`config.mk`:
```
export PLATFORM = sky130hd
export DESIGN_NAME = mem_arbiter_flat
export DESIGN_NICKNAME = d
export VERILOG_FILES = /design/src/rtl/mem_arb_pkg.sv /design/src/rtl/mem_arbiter_if.sv /design/src/rtl/mem_arb_pick.sv /design/src/rtl/mem_arbiter.sv /design/src/flat_wrapper.sv
export SDC_FILE = /design/constraint.sdc
export NUM_CORES = 1
export LEC_CHECK = 0
export ABC_AREA = 1
export CORE_MARGIN = 10
export CORE_UTILIZATION = 41
export CTS_CLUSTER_DIAMETER = 60
export CTS_CLUSTER_SIZE = 20
export DETAILED_ROUTE_END_ITERATION = 10
export GPL_ROUTABILITY_DRIVEN = 0
export GPL_TIMING_DRIVEN = 1
export PLACE_DENSITY = 0.83
export SETUP_SLACK_MARGIN = 0.02
export SYNTH_ARGS = -nofsm -noshare
export SYNTH_HDL_FRONTEND = slang
export SYNTH_SLANG_ARGS = --single-unit
```
`constraint.sdc`:
```
create_clock -name clk_i -period 1.25 [get_ports clk_i]
set_input_delay 0.125 -clock clk_i [delete_from_list [all_inputs] [get_ports clk_i]]
set_output_delay 0.125 -clock clk_i [all_outputs]
set_load 0.1 [all_outputs]
```
`src/rtl/mem_arb_pkg.sv`:
```
// Shared types for the two-port BRAM arbiter: FSM states, port selector and
// the last-granted reset value that makes port 0 win the first tie.
package mem_arb_pkg;

  typedef enum logic [1:0] {
    IDLE,
    ACCESS,
    DONE
  } arb_state_t;

  typedef logic port_sel_t;

  localparam port_sel_t RESET_LAST = 1'b1;

endpackage

```
`src/rtl/mem_arbiter_if.sv`:
```
// Bundle between the two bus masters, mem_arbiter and the single-port BRAM.
// slave = arbiter side, master = requester side, mem = memory side.
interface mem_arbiter_if #(
  parameter int unsigned WORDS      = 6,
  parameter int unsigned DATA_WIDTH = 32
);

  logic                  p0_req_i;
  logic                  p0_we_i;
  logic [WORDS-1:0]      p0_addr_i;
  logic [DATA_WIDTH-1:0] p0_wdata_i;
  logic                  p0_ack_o;

  logic                  p1_req_i;
  logic                  p1_we_i;
  logic [WORDS-1:0]      p1_addr_i;
  logic [DATA_WIDTH-1:0] p1_wdata_i;
  logic                  p1_ack_o;

  logic [DATA_WIDTH-1:0] rdata_o;
  logic                  busy_o;

  logic [WORDS-1:0]      mem_addr_o;
  logic [DATA_WIDTH-1:0] mem_data_o;
  logic                  mem_wr_n_o;
  logic                  mem_rd_n_o;
  logic [DATA_WIDTH-1:0] mem_data_i;

  modport slave (
    input  p0_req_i, p0_we_i, p0_addr_i, p0_wdata_i,
    input  p1_req_i, p1_we_i, p1_addr_i, p1_wdata_i,
    input  mem_data_i,
    output p0_ack_o, p1_ack_o, rdata_o, busy_o,
    output mem_addr_o, mem_data_o, mem_wr_n_o, mem_rd_n_o
  );

  modport master (
    output p0_req_i, p0_we_i, p0_addr_i, p0_wdata_i,
    output p1_req_i, p1_we_i, p1_addr_i, p1_wdata_i,
    input  p0_ack_o, p1_ack_o, rdata_o, busy_o
  );

  modport mem (
    input  mem_addr_o, mem_data_o, mem_wr_n_o, mem_rd_n_o,
    output mem_data_i
  );

endinterface

```
`src/rtl/mem_arb_pick.sv`:
```
// Combinational winner select for two requesters.
// Build option MEM_ARB_FIXED_PRIO_EN: port 0 always wins a tie; otherwise round-robin.
module mem_arb_pick
  import mem_arb_pkg::*;
(
  input  logic      req0,
  input  logic      req1,
  input  port_sel_t last,
  output port_sel_t winner,
  output logic      valid
);

  always_comb begin
    valid = req0 | req1;
`ifdef MEM_ARB_FIXED_PRIO_EN
    if (req0)      winner = 1'b0;
    else if (req1) winner = 1'b1;
    else           winner = last;
`else
    if (req0 && req1) winner = ~last;
    else if (req0)    winner = 1'b0;
    else if (req1)    winner = 1'b1;
    else              winner = last;
`endif
  end

endmodule

```
`src/rtl/mem_arbiter.sv`:
```
// Two-port arbiter/sequencer for a single-port negedge BRAM: one access per
// 3 cycles, one-cycle active-low strobe, one-cycle ack. Option: MEM_ARB_FIXED_PRIO_EN.
module mem_arbiter
  import mem_arb_pkg::*;
#(
  parameter int unsigned WORDS      = 6,
  parameter int unsigned DATA_WIDTH = 32
) (
  input  logic          clk_i,
  input  logic          reset_i,
  mem_arbiter_if.slave  bus
);

  arb_state_t            state_q, state_d;
  port_sel_t             last, win_q, win_d, pick_win;
  logic                  pick_valid;
  logic                  we_q, we_d;
  logic [WORDS-1:0]      addr_q, addr_d;
  logic [DATA_WIDTH-1:0] wdata_q, wdata_d;
  logic [DATA_WIDTH-1:0] rdata_q, rdata_d;
  logic                  wr_n_q, wr_n_d, rd_n_q, rd_n_d;
  logic                  ack0_q, ack0_d, ack1_q, ack1_d;
  logic                  busy_q;

`ifdef MEM_ARB_FIXED_PRIO_EN
  assign last = RESET_LAST;
`else
  always_ff @(posedge clk_i) begin
    if (reset_i)              last <= RESET_LAST;
    else if (state_q == DONE) last <= win_q;
  end
`endif

  mem_arb_pick u_pick (
    .req0   (bus.p0_req_i),
    .req1   (bus.p1_req_i),
    .last   (last),
    .winner (pick_win),
    .valid  (pick_valid)
  );

  always_ff @(posedge clk_i) begin
    if (reset_i) state_q <= IDLE;
    else         state_q <= state_d;
  end

  always_comb begin
    state_d = state_q;
    unique case (state_q)
      IDLE:    if (pick_valid) state_d = ACCESS;
      ACCESS:  state_d = DONE;
      DONE:    state_d = IDLE;
      default: state_d = IDLE;
    endcase
  end

  // Next values of the registered outputs; strobes and acks default inactive.
  always_comb begin
    win_d   = win_q;
    we_d    = we_q;
    addr_d  = addr_q;
    wdata_d = wdata_q;
    rdata_d = rdata_q;
    wr_n_d  = 1'b1;
    rd_n_d  = 1'b1;
    ack0_d  = 1'b0;
    ack1_d  = 1'b0;
    unique case (state_q)
      IDLE: begin
        if (pick_valid) begin
          win_d   = pick_win;
          we_d    = pick_win ? bus.p1_we_i    : bus.p0_we_i;
          addr_d  = pick_win ? bus.p1_addr_i  : bus.p0_addr_i;
          wdata_d = pick_win ? bus.p1_wdata_i : bus.p0_wdata_i;
          wr_n_d  = ~we_d;
          rd_n_d  = we_d;
        end
      end
      ACCESS: begin
        if (!we_q) rdata_d = bus.mem_data_i;
        ack0_d = (win_q == 1'b0);
        ack1_d = (win_q == 1'b1);
      end
      default: ;
    endcase
  end

  always_ff @(posedge clk_i) begin
    if (reset_i) begin
      win_q   <= RESET_LAST;
      we_q    <= 1'b0;
      addr_q  <= '0;
      wdata_q <= '0;
      rdata_q <= '0;
      wr_n_q  <= 1'b1;
      rd_n_q  <= 1'b1;
      ack0_q  <= 1'b0;
      ack1_q  <= 1'b0;
      busy_q  <= 1'b0;
    end else begin
      win_q   <= win_d;
      we_q    <= we_d;
      addr_q  <= addr_d;
      wdata_q <= wdata_d;
      rdata_q <= rdata_d;
      wr_n_q  <= wr_n_d;
      rd_n_q  <= rd_n_d;
      ack0_q  <= ack0_d;
      ack1_q  <= ack1_d;
      busy_q  <= (state_d != IDLE);
    end
  end

  assign bus.mem_addr_o = addr_q;
  assign bus.mem_data_o = wdata_q;
  assign bus.mem_wr_n_o = wr_n_q;
  assign bus.mem_rd_n_o = rd_n_q;
  assign bus.rdata_o    = rdata_q;
  assign bus.p0_ack_o   = ack0_q;
  assign bus.p1_ack_o   = ack1_q;
  assign bus.busy_o     = busy_q;

endmodule

```
`src/flat_wrapper.sv`:
```
// flat-port wrapper written by rule: the top's interface ports become plain ports
module mem_arbiter_flat import mem_arb_pkg::*;
#(
  parameter int unsigned WORDS      = 6,
  parameter int unsigned DATA_WIDTH = 32
)
  (clk_i, reset_i, bus_p0_req_i, bus_p0_we_i, bus_p0_addr_i, bus_p0_wdata_i, bus_p1_req_i, bus_p1_we_i, bus_p1_addr_i, bus_p1_wdata_i, bus_mem_data_i, bus_p0_ack_o, bus_p1_ack_o, bus_rdata_o, bus_busy_o, bus_mem_addr_o, bus_mem_data_o, bus_mem_wr_n_o, bus_mem_rd_n_o);
  mem_arbiter_if #(.WORDS(WORDS), .DATA_WIDTH(DATA_WIDTH)) bus_i ();
  input  logic clk_i;
  input  logic reset_i;
  input wire logic [$bits(bus_i.p0_req_i)-1:0] bus_p0_req_i;
  input wire logic [$bits(bus_i.p0_we_i)-1:0] bus_p0_we_i;
  input wire logic [$bits(bus_i.p0_addr_i)-1:0] bus_p0_addr_i;
  input wire logic [$bits(bus_i.p0_wdata_i)-1:0] bus_p0_wdata_i;
  input wire logic [$bits(bus_i.p1_req_i)-1:0] bus_p1_req_i;
  input wire logic [$bits(bus_i.p1_we_i)-1:0] bus_p1_we_i;
  input wire logic [$bits(bus_i.p1_addr_i)-1:0] bus_p1_addr_i;
  input wire logic [$bits(bus_i.p1_wdata_i)-1:0] bus_p1_wdata_i;
  input wire logic [$bits(bus_i.mem_data_i)-1:0] bus_mem_data_i;
  output wire logic [$bits(bus_i.p0_ack_o)-1:0] bus_p0_ack_o;
  output wire logic [$bits(bus_i.p1_ack_o)-1:0] bus_p1_ack_o;
  output wire logic [$bits(bus_i.rdata_o)-1:0] bus_rdata_o;
  output wire logic [$bits(bus_i.busy_o)-1:0] bus_busy_o;
  output wire logic [$bits(bus_i.mem_addr_o)-1:0] bus_mem_addr_o;
  output wire logic [$bits(bus_i.mem_data_o)-1:0] bus_mem_data_o;
  output wire logic [$bits(bus_i.mem_wr_n_o)-1:0] bus_mem_wr_n_o;
  output wire logic [$bits(bus_i.mem_rd_n_o)-1:0] bus_mem_rd_n_o;
  assign bus_i.p0_req_i = bus_p0_req_i;
  assign bus_i.p0_we_i = bus_p0_we_i;
  assign bus_i.p0_addr_i = bus_p0_addr_i;
  assign bus_i.p0_wdata_i = bus_p0_wdata_i;
  assign bus_i.p1_req_i = bus_p1_req_i;
  assign bus_i.p1_we_i = bus_p1_we_i;
  assign bus_i.p1_addr_i = bus_p1_addr_i;
  assign bus_i.p1_wdata_i = bus_p1_wdata_i;
  assign bus_i.mem_data_i = bus_mem_data_i;
  assign bus_p0_ack_o = bus_i.p0_ack_o;
  assign bus_p1_ack_o = bus_i.p1_ack_o;
  assign bus_rdata_o = bus_i.rdata_o;
  assign bus_busy_o = bus_i.busy_o;
  assign bus_mem_addr_o = bus_i.mem_addr_o;
  assign bus_mem_data_o = bus_i.mem_data_o;
  assign bus_mem_wr_n_o = bus_i.mem_wr_n_o;
  assign bus_mem_rd_n_o = bus_i.mem_rd_n_o;
  mem_arbiter #(.WORDS(WORDS), .DATA_WIDTH(DATA_WIDTH)) u_core (.clk_i(clk_i), .reset_i(reset_i), .bus(bus_i));
endmodule
```
; Yosys cells after proc, flatten, opt, wreduce, memory -nomap -nowiden
; Index checks and enable logic that the tools add are counted.
[classes]
eq_ne = 2
n_mux = 8
bitwise_logic = 8
reduce_logical = 7
[op_table]
columns = op, count
row1 = 2-to-1 mux 32 bit, 1
row2 = inverter 1 bit, 7
row3 = 2-to-1 mux 6 bit, 1
row4 = 2-to-1 mux 1 bit, 4
row5 = case mux 2 bit (2 select lines), 1
row6 = AND reduction 2 bit, 2
row7 = OR reduction 3 bit, 1
row8 = equality test 2 x 1 -> 1 bit (second input constant), 1
row9 = equality test 2 bit (second input constant), 1
row10 = logical NOT 2 bit, 1
row11 = 2-to-1 mux 2 bit, 1
row12 = nonzero test 2 bit, 1
row13 = OR reduction 2 bit, 1
row14 = logical AND 1 bit, 1
row15 = bitwise OR 1 bit, 1
[word_totals]
ff_bits = 80
inputBits = 114
wordCells = 37

; Longest topological paths before layout
[depth]
word_depth = 5
depth_mapped = 8

; By module
; From an unflattened synthesis, not the netlist that was laid out.
[unflattened]
hier_cells = 612
area_unflattened_um2 = 3681.0
[modules_own_cells]
columns = mod, n_inst, cells_per_inst, area_per_inst_um2, seq_area_each_um2
row1 = mem_arbiter, 1, 606, 3656.0, 1601.5
row2 = mem_arb_pick, 1, 6, 25.0, 0.0

; Least setup slack after synthesis
; OpenSTA, ideal clock, no wires.
[synth_timing]
path_kind = register to register
start = register, netlist name u_core.bus.mem_addr_o[0]
end = register u_core.addr_q[0] (netlist: u_core.bus.mem_addr_o[0])
setup_ns = 0.056
arrival_ns = 1.262
required_time_ns = 1.194
slack_ns = -0.068
path_stages_with_launch = 5
period_less_slack_ns = 1.318
path_cell_list = dfxtp_1 inv_1 a21oi_1 nand2_1 inv_1
[synth_lines]
columns = element, line_no
row1 = "end signal, assigned", mem_arbiter.sv:103  ; addr_q <= addr_d;
row2 = "end, declared", mem_arbiter.sv:18  ; logic [WORDS-1:0] addr_q, addr_d;

; Final worst setup path
[layout_timing]
start = input port bus_p0_req_i
end = register u_core.wdata_q[15] (netlist: u_core.bus.mem_data_o[15])
[layout_between]
elab_chain_len = 3
elab_cells_between_ends = 6
cone_classes = 3 x mux / 1 x bitwise / 2 x reduce/logical
[layout_lines]
columns = element, line_no
row1 = "start, declared", flat_wrapper.sv:11  ; input wire logic [$bits(bus_i.p0_req_i)-1:0] bus_p0_req_i;
row2 = 2-to-1 mux 1 bit or logical AND 1 bit (tied branches), "mem_arb_pick.sv:21, mem_arb_pick.sv:20"
row3 = 2-to-1 mux 1 bit, mem_arb_pick.sv:20  ; if (req0 && req1) winner = ~last;
row4 = 2-to-1 mux 32 bit, mem_arbiter.sv:74  ; wdata_d = pick_win ? bus.p1_wdata_i : bus.p0_wdata_i;
row5 = "end signal, assigned", mem_arbiter.sv:104  ; wdata_q <= wdata_d;
row6 = "end, declared", mem_arbiter.sv:19  ; logic [DATA_WIDTH-1:0] wdata_q, wdata_d;
; Parallel ways exist; a longest one is shown, timed or not.
; A chain may end at the register's enable or synchronous reset.

==> summary.md <==
| Metric | Value |
|---|---|
| RSZ-0062 raised after global routing | false |
| Htree depth | 3 |
| Clock slew at reported path FFs | 0.08 ns |
| Syn Std Cell Area | 3820 µm² |
| Seq pwr share | 0.342 |
| Input/output buffers | 188 |
| Hold Fails Final Rpt | 0 |
| Final Setup Violations | 0 |
| Post-Synthesis Cells | 526 |
| Root buf cell | clkbuf_8 |
| Initial drt markers | 334 |
| Clock skew | 0.0106 ns |
| Worst Path Max Fanout | 18 |
| Row cnt | 35 |
| Period utilisation layout | 0.940 |
| Worst skew pair latency | 0.33 ns |
| Crit Path Category | in -> reg |
| Vias | 4310 |
| Pint | 0.00536 W |
| Min-delay src | reset_i |
| Tmin final | 1.18 ns |
| Max Cap Viol | 0 |
| CP Launch Point | bus_p0_req_i |
| Syn_area_per_cell | 7.26 µm² |
| Sequential share of the synthesized area | 0.419 |
| Post-synthesis cell type count | 22 |
| Critical path arrival | 1.41 ns |
| Logic pwr share | 0.455 |
| Clock sinks | 80 |
| Die ar. | 13600 µm² |
| N_diodes | 0 |
| Die height | 117 µm |
| Initial antenna violation count | 0 |
| LEAKAGE | 3.07 nW |
| GR Overflow Total | 0 |
| DP HPWL | 10700 µm |
| Die width | 117 µm |
| Final ANT Viol Nets | 0 |
| Syn_nets | 640 |
| CP peak stage delay | 0.53 ns |
| Global-route wire length before repair | 21800 µm |
| Vias per inst | 5.23 |
| Total global-route track usage | 0.200 |
| Overall power | 0.00903 W |
| Layout fillers | 647 |
| First-pass iteration count of the detailed router | 5 |
| Core area | 9150 µm² |
| Area grow syn2layout | 82.9% |
| Status | finished clean |
| CTS tree | yes |
| Critical Path, Cell by Cell | clkdlybuf4s50_1 -> nor2_1 -> buf_4 -> nor2_8 -> buf_12 -> nand3_1 -> nand2_1 -> inv_1 |
| Worst setup SP type | primary input |
| Share of post-route cells with drive strength above 1 | 0.304 |
| # IOs | 189 |
| Largest net degree at the start of global routing | 42 |
| Final WL | 14200 µm |
| WL/cell | 17.2 µm |
| R2R Path Start | u_core.state_q[1] |
| Synth Register Bits | 80 |
| Max Buffers Root-to-Sink | 2 |
| Max Fclk | 851 MHz |
| Sw Ratio | 0.407 |
| NetSw | 0.00367 W |
| CP endpoint kind | flip-flop |
| Max_slew headroom | 0.814 |
| Pwr Density | 1290 nW/µm² |
| Clock share of power | 0.202 |
| WHS | 0.207 ns |
| Max-slew violation count | 0 |
| Post-Route Utilization | 0.764 |
| Slew @ Worst Pin | 0.279 ns |
| Starting Density | 0.417 |
| TritonCTS Buffers | 9 |
| Min-Delay Path Class | in -> reg |
| Area occupied by multi-input gates | 1650 µm² |
| DRC errors left | 0 |
| Setup TNS | 0 ns |
| Worst path slowest cell | clkdlybuf4s50_1 |
| NumNets Final | 822 |
| Synthesis Warnings | 0 |
| Sequential Area | 1690 µm² |
| Worst EP required | 1.48 ns |
| Maximum vdd ir drop | 0.710 mV |
| Hold-fix buffers, CTS | 0 |
| Vias in the first global route | 4362 |
cell usage after synthesis:
master    number  area share
clkbuf_1       7      0.0069
inv_4          1      0.0016
nand2_4        1      0.0029
nand4_1       32       0.052
inv_1         82       0.081
inv_2          2      0.0020
o21ai_0        2      0.0026
nor2_1         5      0.0049
nand2_2        3      0.0049
o211ai_2       1      0.0033
nand3_2        8       0.021
nand3_4        1      0.0046
buf_2         23       0.030
nand2_1       81       0.080
nand3_1      110        0.14
buf_1          1     0.00098
a21oi_1       70       0.092
nor2_8         1      0.0052
buf_4          3      0.0059
nor2_4         1      0.0029
buf_6         11       0.032
dfxtp_1       80        0.42
timing repair:
item,4_1_cts,5_1_grt
gates resized for setup,3,9
gates cloned,1,2
pin swaps,1,1
endpoints found under the setup margin,32,36
setup buffers,0,3
placed cells by master, fill, tap and decap left out, types with 5 or more instances in the layout:
cell type and count:
clkdlybuf4s50_1 112, nand3_1 110, buf_12 87, inv_1 81, nand2_1 79, dfxtp_2 73
a21oi_1 67, nand4_1 32, buf_4 11, nand3_2 9, clkbuf_8 9, dfxtp_1 7
nand2_2 5, nor2_1 5
power groups by stage:
stage               clock [W]  combinational [W]  sequential [W]
finish                0.00183            0.00411         0.00309
global route          0.00197            0.00431         0.00312
CTS                   0.00188            0.00409         0.00309
detailed placement          0            0.00407         0.00315
global placement            0            0.00400         0.00313
floorplan                   0           0.000895         0.00462
final timing paths:
path / endpoint / slack, ns / depth (start not counted)
max: u_core.bus.mem_data_o[15] / 0.07 / 8
min: u_core.state_q[1] / 0.21 / 2
max reg2reg: u_core.bus.mem_data_o[19] / 0.09 / 7
min reg2reg: u_core.bus.p0_ack_o / 0.46 / 1
sequential cells by signal, indices dropped and copies added (netlist names), 2 cells and up:
name / cells
u_core.bus.mem_data_o: 32
u_core.state_q: 2
u_core.bus.rdata_o: 32
u_core.bus.mem_addr_o: 6
metrics by stage:
stage	cells	setup slack, ns	area, µm²
global placement	802	-0.251	6700
detailed placement	802	-0.264	6700
floorplan	526	0.180	3910
global route	824	0.0162	6990
CTS	819	0.0306	6910
finish	824	0.0750	6990
routing by layer:
layer  up-vias  GRT usage  share of wire
met4         0     0.0642          0.023
met2       214      0.348           0.50
li1       2087          -              -
met3        23     0.0889           0.12
met5         -          0              0
met1      1986      0.210           0.36
worst max-delay path, delay by kind of cell:
kind	cells	cell delay, ns
buffers and inverters	4	0.89
AND/OR/NAND/NOR	4	0.39
layout make-up:
class / instances / share of cell area
flip-flops and latches: 80 / 0.242
multi-input cells: 318 / 0.236
clock inverters: 6 / 0.00859
well taps: 111 / 0.0199
repair buffers: 214 / 0.429
inverters: 85 / 0.0460
clock buffers: 10 / 0.0183
cell families after synthesis:
group,count (synthesis),share of synthesized area
flip-flops,80,0.419
buffers and inverters,130,0.161
AO/OA/AOI/OAI,73,0.0976
AND/OR/NAND/NOR,243,0.323
Note: power is estimated with default switching activity, not from simulation.
